`src/rtl/fib_inv_if.sv`:
```
// Request/response bundle for fib_inv: start/v in, ready/done_tick and result fields out.
// The master side issues requests and the slave side (the FSMD) answers them.
interface fib_inv_if;
   logic        start;
   logic [19:0] v;
   logic        ready;
   logic        done_tick;
   logic [4:0]  n;
   logic [19:0] fn;
   logic [19:0] rem;
   logic        exact;

   modport master (
      output start, v,
      input  ready, done_tick, n, fn, rem, exact
   );

   modport slave (
      input  start, v,
      output ready, done_tick, n, fn, rem, exact
   );
endinterface

```
`src/rtl/fib_inv.sv`:
```
// Inverse-Fibonacci FSMD: finds the largest n with fib(n) <= v.
// It reports n, fib(n), the remainder and an exact-match flag, using a start/ready/done_tick handshake.
module fib_inv (
   input  logic     clk,
   input  logic     reset_n,
   fib_inv_if.slave bus
);

   typedef enum logic [1:0] {
      IDLE = 2'b00,
      OP   = 2'b01,
      DONE = 2'b10
   } state_t;

   state_t      r_state, w_stateNext;
   logic [19:0] r_v, w_vNext;
   logic [20:0] r_t0, w_t0Next;
   logic [20:0] r_t1, w_t1Next;
   logic [20:0] w_sum;
   logic [4:0]  r_n, w_nNext;
   logic [19:0] r_rem, w_remNext;
   logic        r_exact, w_exactNext;

   always_ff @(posedge clk or negedge reset_n) begin
      if (!reset_n) begin
         r_state <= IDLE;
      end else begin
         r_state <= w_stateNext;
      end
   end

   always_ff @(posedge clk or negedge reset_n) begin
      if (!reset_n) begin
         r_v     <= 20'd0;
         r_t0    <= 21'd0;
         r_t1    <= 21'd0;
         r_n     <= 5'd0;
         r_rem   <= 20'd0;
         r_exact <= 1'b0;
      end else begin
         r_v     <= w_vNext;
         r_t0    <= w_t0Next;
         r_t1    <= w_t1Next;
         r_n     <= w_nNext;
         r_rem   <= w_remNext;
         r_exact <= w_exactNext;
      end
   end

   // t1 tracks fib(n); t0 trails one step behind so their sum is fib(n+1).
   always_comb begin
      w_stateNext = r_state;
      w_vNext     = r_v;
      w_t0Next    = r_t0;
      w_t1Next    = r_t1;
      w_nNext     = r_n;
      w_remNext   = r_rem;
      w_exactNext = r_exact;
      w_sum       = r_t0 + r_t1;

      case (r_state)
         IDLE: begin
            if (bus.start) begin
               w_vNext = bus.v;
               if (bus.v == 20'd0) begin
                  w_t0Next    = 21'd0;
                  w_t1Next    = 21'd0;
                  w_nNext     = 5'd0;
                  w_remNext   = 20'd0;
                  w_exactNext = 1'b1;
                  w_stateNext = DONE;
               end else begin
                  w_t0Next    = 21'd0;
                  w_t1Next    = 21'd1;
                  w_nNext     = 5'd1;
                  w_stateNext = OP;
               end
            end
         end
         OP: begin
            if (w_sum <= {1'b0, r_v}) begin
               w_t0Next = r_t1;
               w_t1Next = w_sum;
               w_nNext  = r_n + 5'd1;
            end else begin
               w_remNext   = r_v - r_t1[19:0];
               w_exactNext = (r_v == r_t1[19:0]);
               w_stateNext = DONE;
            end
         end
         DONE: begin
            w_stateNext = IDLE;
         end
         default: begin
            w_stateNext = IDLE;
         end
      endcase
   end

   assign bus.ready     = (r_state == IDLE);
   assign bus.done_tick = (r_state == DONE);
   assign bus.n         = r_n;
   assign bus.fn        = r_t1[19:0];
   assign bus.rem       = r_rem;
   assign bus.exact     = r_exact;

endmodule

```
`src/flat_wrapper.sv`:
```
// flat-port wrapper written by rule: the top's interface ports become plain ports
module fib_inv_flat 
  (clk, reset_n, bus_start, bus_v, bus_ready, bus_done_tick, bus_n, bus_fn, bus_rem, bus_exact);
  fib_inv_if bus_i ();
  input  logic clk;
  input  logic reset_n;
  input wire logic [$bits(bus_i.start)-1:0] bus_start;
  input wire logic [$bits(bus_i.v)-1:0] bus_v;
  output wire logic [$bits(bus_i.ready)-1:0] bus_ready;
  output wire logic [$bits(bus_i.done_tick)-1:0] bus_done_tick;
  output wire logic [$bits(bus_i.n)-1:0] bus_n;
  output wire logic [$bits(bus_i.fn)-1:0] bus_fn;
  output wire logic [$bits(bus_i.rem)-1:0] bus_rem;
  output wire logic [$bits(bus_i.exact)-1:0] bus_exact;
  assign bus_i.start = bus_start;
  assign bus_i.v = bus_v;
  assign bus_ready = bus_i.ready;
  assign bus_done_tick = bus_i.done_tick;
  assign bus_n = bus_i.n;
  assign bus_fn = bus_i.fn;
  assign bus_rem = bus_i.rem;
  assign bus_exact = bus_i.exact;
  fib_inv u_core (.clk(clk), .reset_n(reset_n), .bus(bus_i));
endmodule
```
`config.mk`:
```
export PLATFORM = sky130hd
export DESIGN_NAME = fib_inv_flat
export DESIGN_NICKNAME = d
export VERILOG_FILES = /design/src/rtl/fib_inv_if.sv /design/src/rtl/fib_inv.sv /design/src/flat_wrapper.sv
export SDC_FILE = /design/constraint.sdc
export NUM_CORES = 1
export LEC_CHECK = 0
export BUFFER_PORTS_ARGS = -buffer_cell sky130_fd_sc_hd__buf_2
export CAP_MARGIN = 15
export CORE_MARGIN = 2
export CORE_UTILIZATION = 45
export DETAILED_ROUTE_END_ITERATION = 8
export GPL_TIMING_DRIVEN = 0
export HOLD_SLACK_MARGIN = 0.05
export SYNTH_ARGS = -nofsm -noshare
export SYNTH_HDL_FRONTEND = slang
export SYNTH_SLANG_ARGS = --single-unit
export TNS_END_PERCENT = 50
```
`constraint.sdc`:
```
create_clock -name clk -period 5.5 [get_ports clk]
set_input_delay 0.825 -clock clk [delete_from_list [all_inputs] [get_ports clk]]
set_output_delay 0.825 -clock clk [all_outputs]
set_load 0.005 [all_outputs]
```
==> results.txt <==
- Clock buffer count from CTS: 9
- Initial DRC Count: 262
- Fin area: around 7000 um^2
* Total power divided by cell area: around 520 nW/um^2
* Clock network latency to the later pin of the worst-skew pair: between 300 and 400 ps
* Share of power burned in combinational logic: 56.6%
- Clock skew on the completed layout was measured at ~5.4 ps.
- Net switching is 45.8% of the power.
- Peak supply drop: about 0.28 mV
- Number of hold violations in the final report: 0
* Global route total overflow: 0
* Highest achievable clock rate: roughly 0.20 GHz
- Detailed-placement wirelength estimate: ~13 mm
* Width of the chip: approximately 120 um
- 0 antenna diodes ended up in the layout.
- Number of global-route vias before repair: between 4,000 and 5,000
- The clock tree synthesis step divided the H-tree into 3 levels.
- The largest single stage delay on the critical path is between 400 and 500 ps.
* Dominant cell type by area after synthesis: sky130_fd_sc_hd__dfrtp_1
* Mean instance size in the synthesized netlist: between 9 and 10 um^2
- For this design, the CTS-stage hold fixing added 0 buffers.
- Across the run, the number of max-cap violations was 0.
- Max-slew violation count: 0
- Yosys attributes the largest share of cell area to sky130_fd_sc_hd__dfrtp_1 37%, sky130_fd_sc_hd__ha_1 12%, sky130_fd_sc_hd__nand2_1 7.0%.
* Pin count of the biggest net entering global routing: 48
* Leakage power: between 0.003 and 0.004 uW
- After synthesis the cells add up to just over 6000 um^2.
- In this run the remaining antenna-violating nets after routing total 0.
- The congestion estimate from routability-driven global placement came to ~0.88.
- Dominant synthesized flop cell: sky130_fd_sc_hd__dfrtp_1
* Final setup violation count: 0
- Sequential cells were found to cover 36.8% of the synthesized design area.
- Final routed DRC violation total: 0
* Power Internal: 1980 uW
* CTS tree: done
* First-pass iteration count of the detailed router: 5
- Final worst-path cycle share: approximately 90%
* Type of origin of the critical path: flop
- Antenna violations before repair: 0
* Post-layout min period: 5100 ps
- Standard cell core area: 13,200 um^2
- The tree is rooted in a sky130_fd_sc_hd__clkbuf_16.
* Transition time at the pin with the least slew margin: around 700 ps
- First-pass GRT wire length: between 20 and 30 mm
- For the worst setup path, the data arrival time is between 5000 and 6000 ps.
- The share of total power dissipated in the clock network is between 10% and 20%.
* Number of gates given a new drive strength after cts: 0
- After clock tree synthesis, the clock-pin slew on the worst setup and hold paths is roughly 70 ps.
- During synthesis, Yosys emitted a total of 0 warnings.
* Overall routing resource usage: 23.5%
- After floorplanning, the core was divided into 42 placement rows.
- The worst setup path is of the reg -> reg kind.
- Post-place instance area: approximately 6700 um^2
- Summed over all layers, the routed wires come to about 17 mm.
* Critical-path top delay cell: sky130_fd_sc_hd__dfrtp_1
- NetSw: ~1700 uW
* Initial standard-cell utilization of the core: 46.2%
* Ports: 71
- After synthesis the netlist holds a flip-flop and latch count of 90.
- Area of the die: approximately 15,000 um^2
- In the final layout, the share of cells above drive strength 1 is 19.3%.
- Setup Total Neg Slack: 0 ps
- In this run the tightest slew margin relative to its limit is around 53%.
* Number of cells produced by synthesis: approximately 670
- Summed over its instances, the top area cell type makes up 36.8% of the synthesized netlist area.
- Vias per std cell: between 5 and 6
* Class of the tightest hold or removal check: in -> async
* Count of buffers added by post-CTS timing repair for setup: 0
- Cell mode on critical path: sky130_fd_sc_hd__nand2_1
- Die span in y: ~120 um
- The critical path goes through ha_1 > nand2_1 > o32ai_1 > a21oi_1 > a31oi_1 > a221oi_2 > buf_4 > o2111a_1 > a311o_1 > ha_1 > nand3_1 > nor4_1 > nand2_1 > a221o_1 > a211oi_4 > o2bb2ai_2 > buf_2 > nand2_1 > o31ai_1.
- CTS Buffer Depth: 2
* Unrepaired setup endpoints after global routing: no
- Biggest fanout along the worst timing path: 10
- Sequential share of power: 26.1%
* Outcome: finished clean
- Crit path capture type: flop
- Counting every net in the synthesized netlist gives roughly 760.
- CTS sink count: 90
- Reg-to-Reg Start: u_core.r_t1[8]
- Count of distinct cell types in the synthesized netlist: 62
- Counting the fill cells in the layout gives ~1,300.
- Total Nets Final: 840
- Worst setup path start: u_core.r_t1[8]
- Of all flip-flops after synthesis, the portion carrying an async set or reset was 100%.
- Area growth syn-to-layout: 14.9%
- Summing over every cut layer, the via total after detailed routing is 5,101.
* Post-DR wirelength/cell: between 15 and 20 um
* Buffers added on ports: 70
- The tightest hold path in the finished design has a slack of approximately 480 ps.
* Number of enable flip-flop cells after synthesis: 0
* Required time of the worst setup path: 5750 ps
power groups by stage:
stage / Combinational, uW / Sequential [uW] / Clock [uW]
6_report: 2070 / 955 / 635
5_1_grt: 2280 / 980 / 673
4_1_cts: 2070 / 957 / 649
3_5_place_dp: 2050 / 969 / 0
3_3_place_gp: 2020 / 957 / 0
2_1_floorplan: 1450 / 944 / 0
worst paths after layout:
| kind | slack, ps | end | cells after the start |
|---|---|---|---|
| setup / recovery | 400 | u_core.bus.rem[5] | 19 |
| hold / removal | 480 | u_core.r_v[2] | 1 |
| setup reg to reg | 400 | u_core.bus.rem[5] | 19 |
| hold reg to reg | 480 | u_core.bus.rem[15] | 2 |
| max in group asynchronous | 4380 | u_core.r_t0[14] | 2 |
| min in group clk | 480 | u_core.bus.rem[15] | 2 |
critical path, delay by kind of cell (launching register included):
| kind | cells | cell delay (ps) |
|---|---|---|
| buffers and inverters | 2 | 510 |
| adder cells (fa/ha/maj) | 2 | 710 |
| AO/OA/AOI/OAI | 10 | 2710 |
| flip-flops | 1 | 440 |
| AND/OR/NAND/NOR | 5 | 610 |
synth_stat cells, drive strengths merged (9+ instances only):
cell    count
clkbuf      9
and3        9
inv        48
buf        33
o21ai      46
xnor2      19
nand2     114
ha         60
nand3      16
a21o       21
a21oi      34
xor2       15
mux2i       9
dfrtp      90
o31ai      36
nor2       24
kinds of logic (layout without fill, tap and decap cells):
group           count (synthesis)  after routing  share of synthesized area [%]
compound gates                180            180                           21.3
flops                          90             90                           36.8
fa+ha+maj                      62             62                           12.9
buf+inv                        90            179                           7.53
xor+xnor                       34             34                           4.87
simple gates                  206            206                           15.1
mux                             9              9                           1.47
layout by cell type, fill, tap and decap left out, types with 9 or more instances in the layout:
cell,count
sky130_fd_sc_hd__mux2i_1,9
sky130_fd_sc_hd__a21o_1,21
sky130_fd_sc_hd__xor2_1,15
sky130_fd_sc_hd__buf_4,29
sky130_fd_sc_hd__nor2_1,24
sky130_fd_sc_hd__nand2_1,114
sky130_fd_sc_hd__o31ai_1,24
sky130_fd_sc_hd__nand3_1,16
sky130_fd_sc_hd__and3_1,9
sky130_fd_sc_hd__o31ai_2,11
sky130_fd_sc_hd__buf_2,71
sky130_fd_sc_hd__xnor2_1,19
sky130_fd_sc_hd__o21ai_1,17
sky130_fd_sc_hd__clkbuf_1,11
sky130_fd_sc_hd__ha_1,60
sky130_fd_sc_hd__clkbuf_16,9
sky130_fd_sc_hd__o21ai_0,29
sky130_fd_sc_hd__dfrtp_1,90
sky130_fd_sc_hd__a21oi_1,33
sky130_fd_sc_hd__inv_1,46
metrics by stage:
stage / util [%] / instances / worst slack (ps) / total power, uW
global placement: 50.5 / 917 / 565 / 2980
floorplan: - / 671 / 1180 / 2390
global route: 53.1 / 936 / 30.0 / 3940
CTS: 53.0 / 934 / 392 / 3670
finish: 53.1 / 936 / 401 / 3660
detailed placement: 50.7 / 918 / 439 / 3020
sequential cells by signal (all words and copies together) (netlist names):
signal / cells
u_core.r_t0: 21
u_core.r_t1: 21
u_core.r_state: 2
u_core.bus.rem: 20
u_core.bus.n: 5
u_core.r_v: 20
u_core.bus.exact: 1
metal layers:
metal | vias up | part of all wire [%] | global-route usage (%) | wire length (um)
met5 | - | 0 | 0 | 0
met1 | 2450 | 48 | 32.5 | 7950
met3 | 23 | 4.1 | 3.35 | 687
li1 | 2512 | - | - | -
met4 | 0 | 2.4 | 8.50 | 405
met2 | 116 | 46 | 37.7 | 7560
layout make-up:
class | instances | area, um^2 | share of cell area, %
clock buffer | 12 | 246 | 3.51
clock inverter | 4 | 51.3 | 0.730
timing repair buffer | 73 | 395 | 5.62
buffer | 42 | 280 | 3.99
tap | 176 | 220 | 3.13
inverter | 48 | 180 | 2.56
multi-input combinational | 491 | 3410 | 48.4
sequential | 90 | 2250 | 32.0
Note: power is estimated with default switching activity, not from simulation.
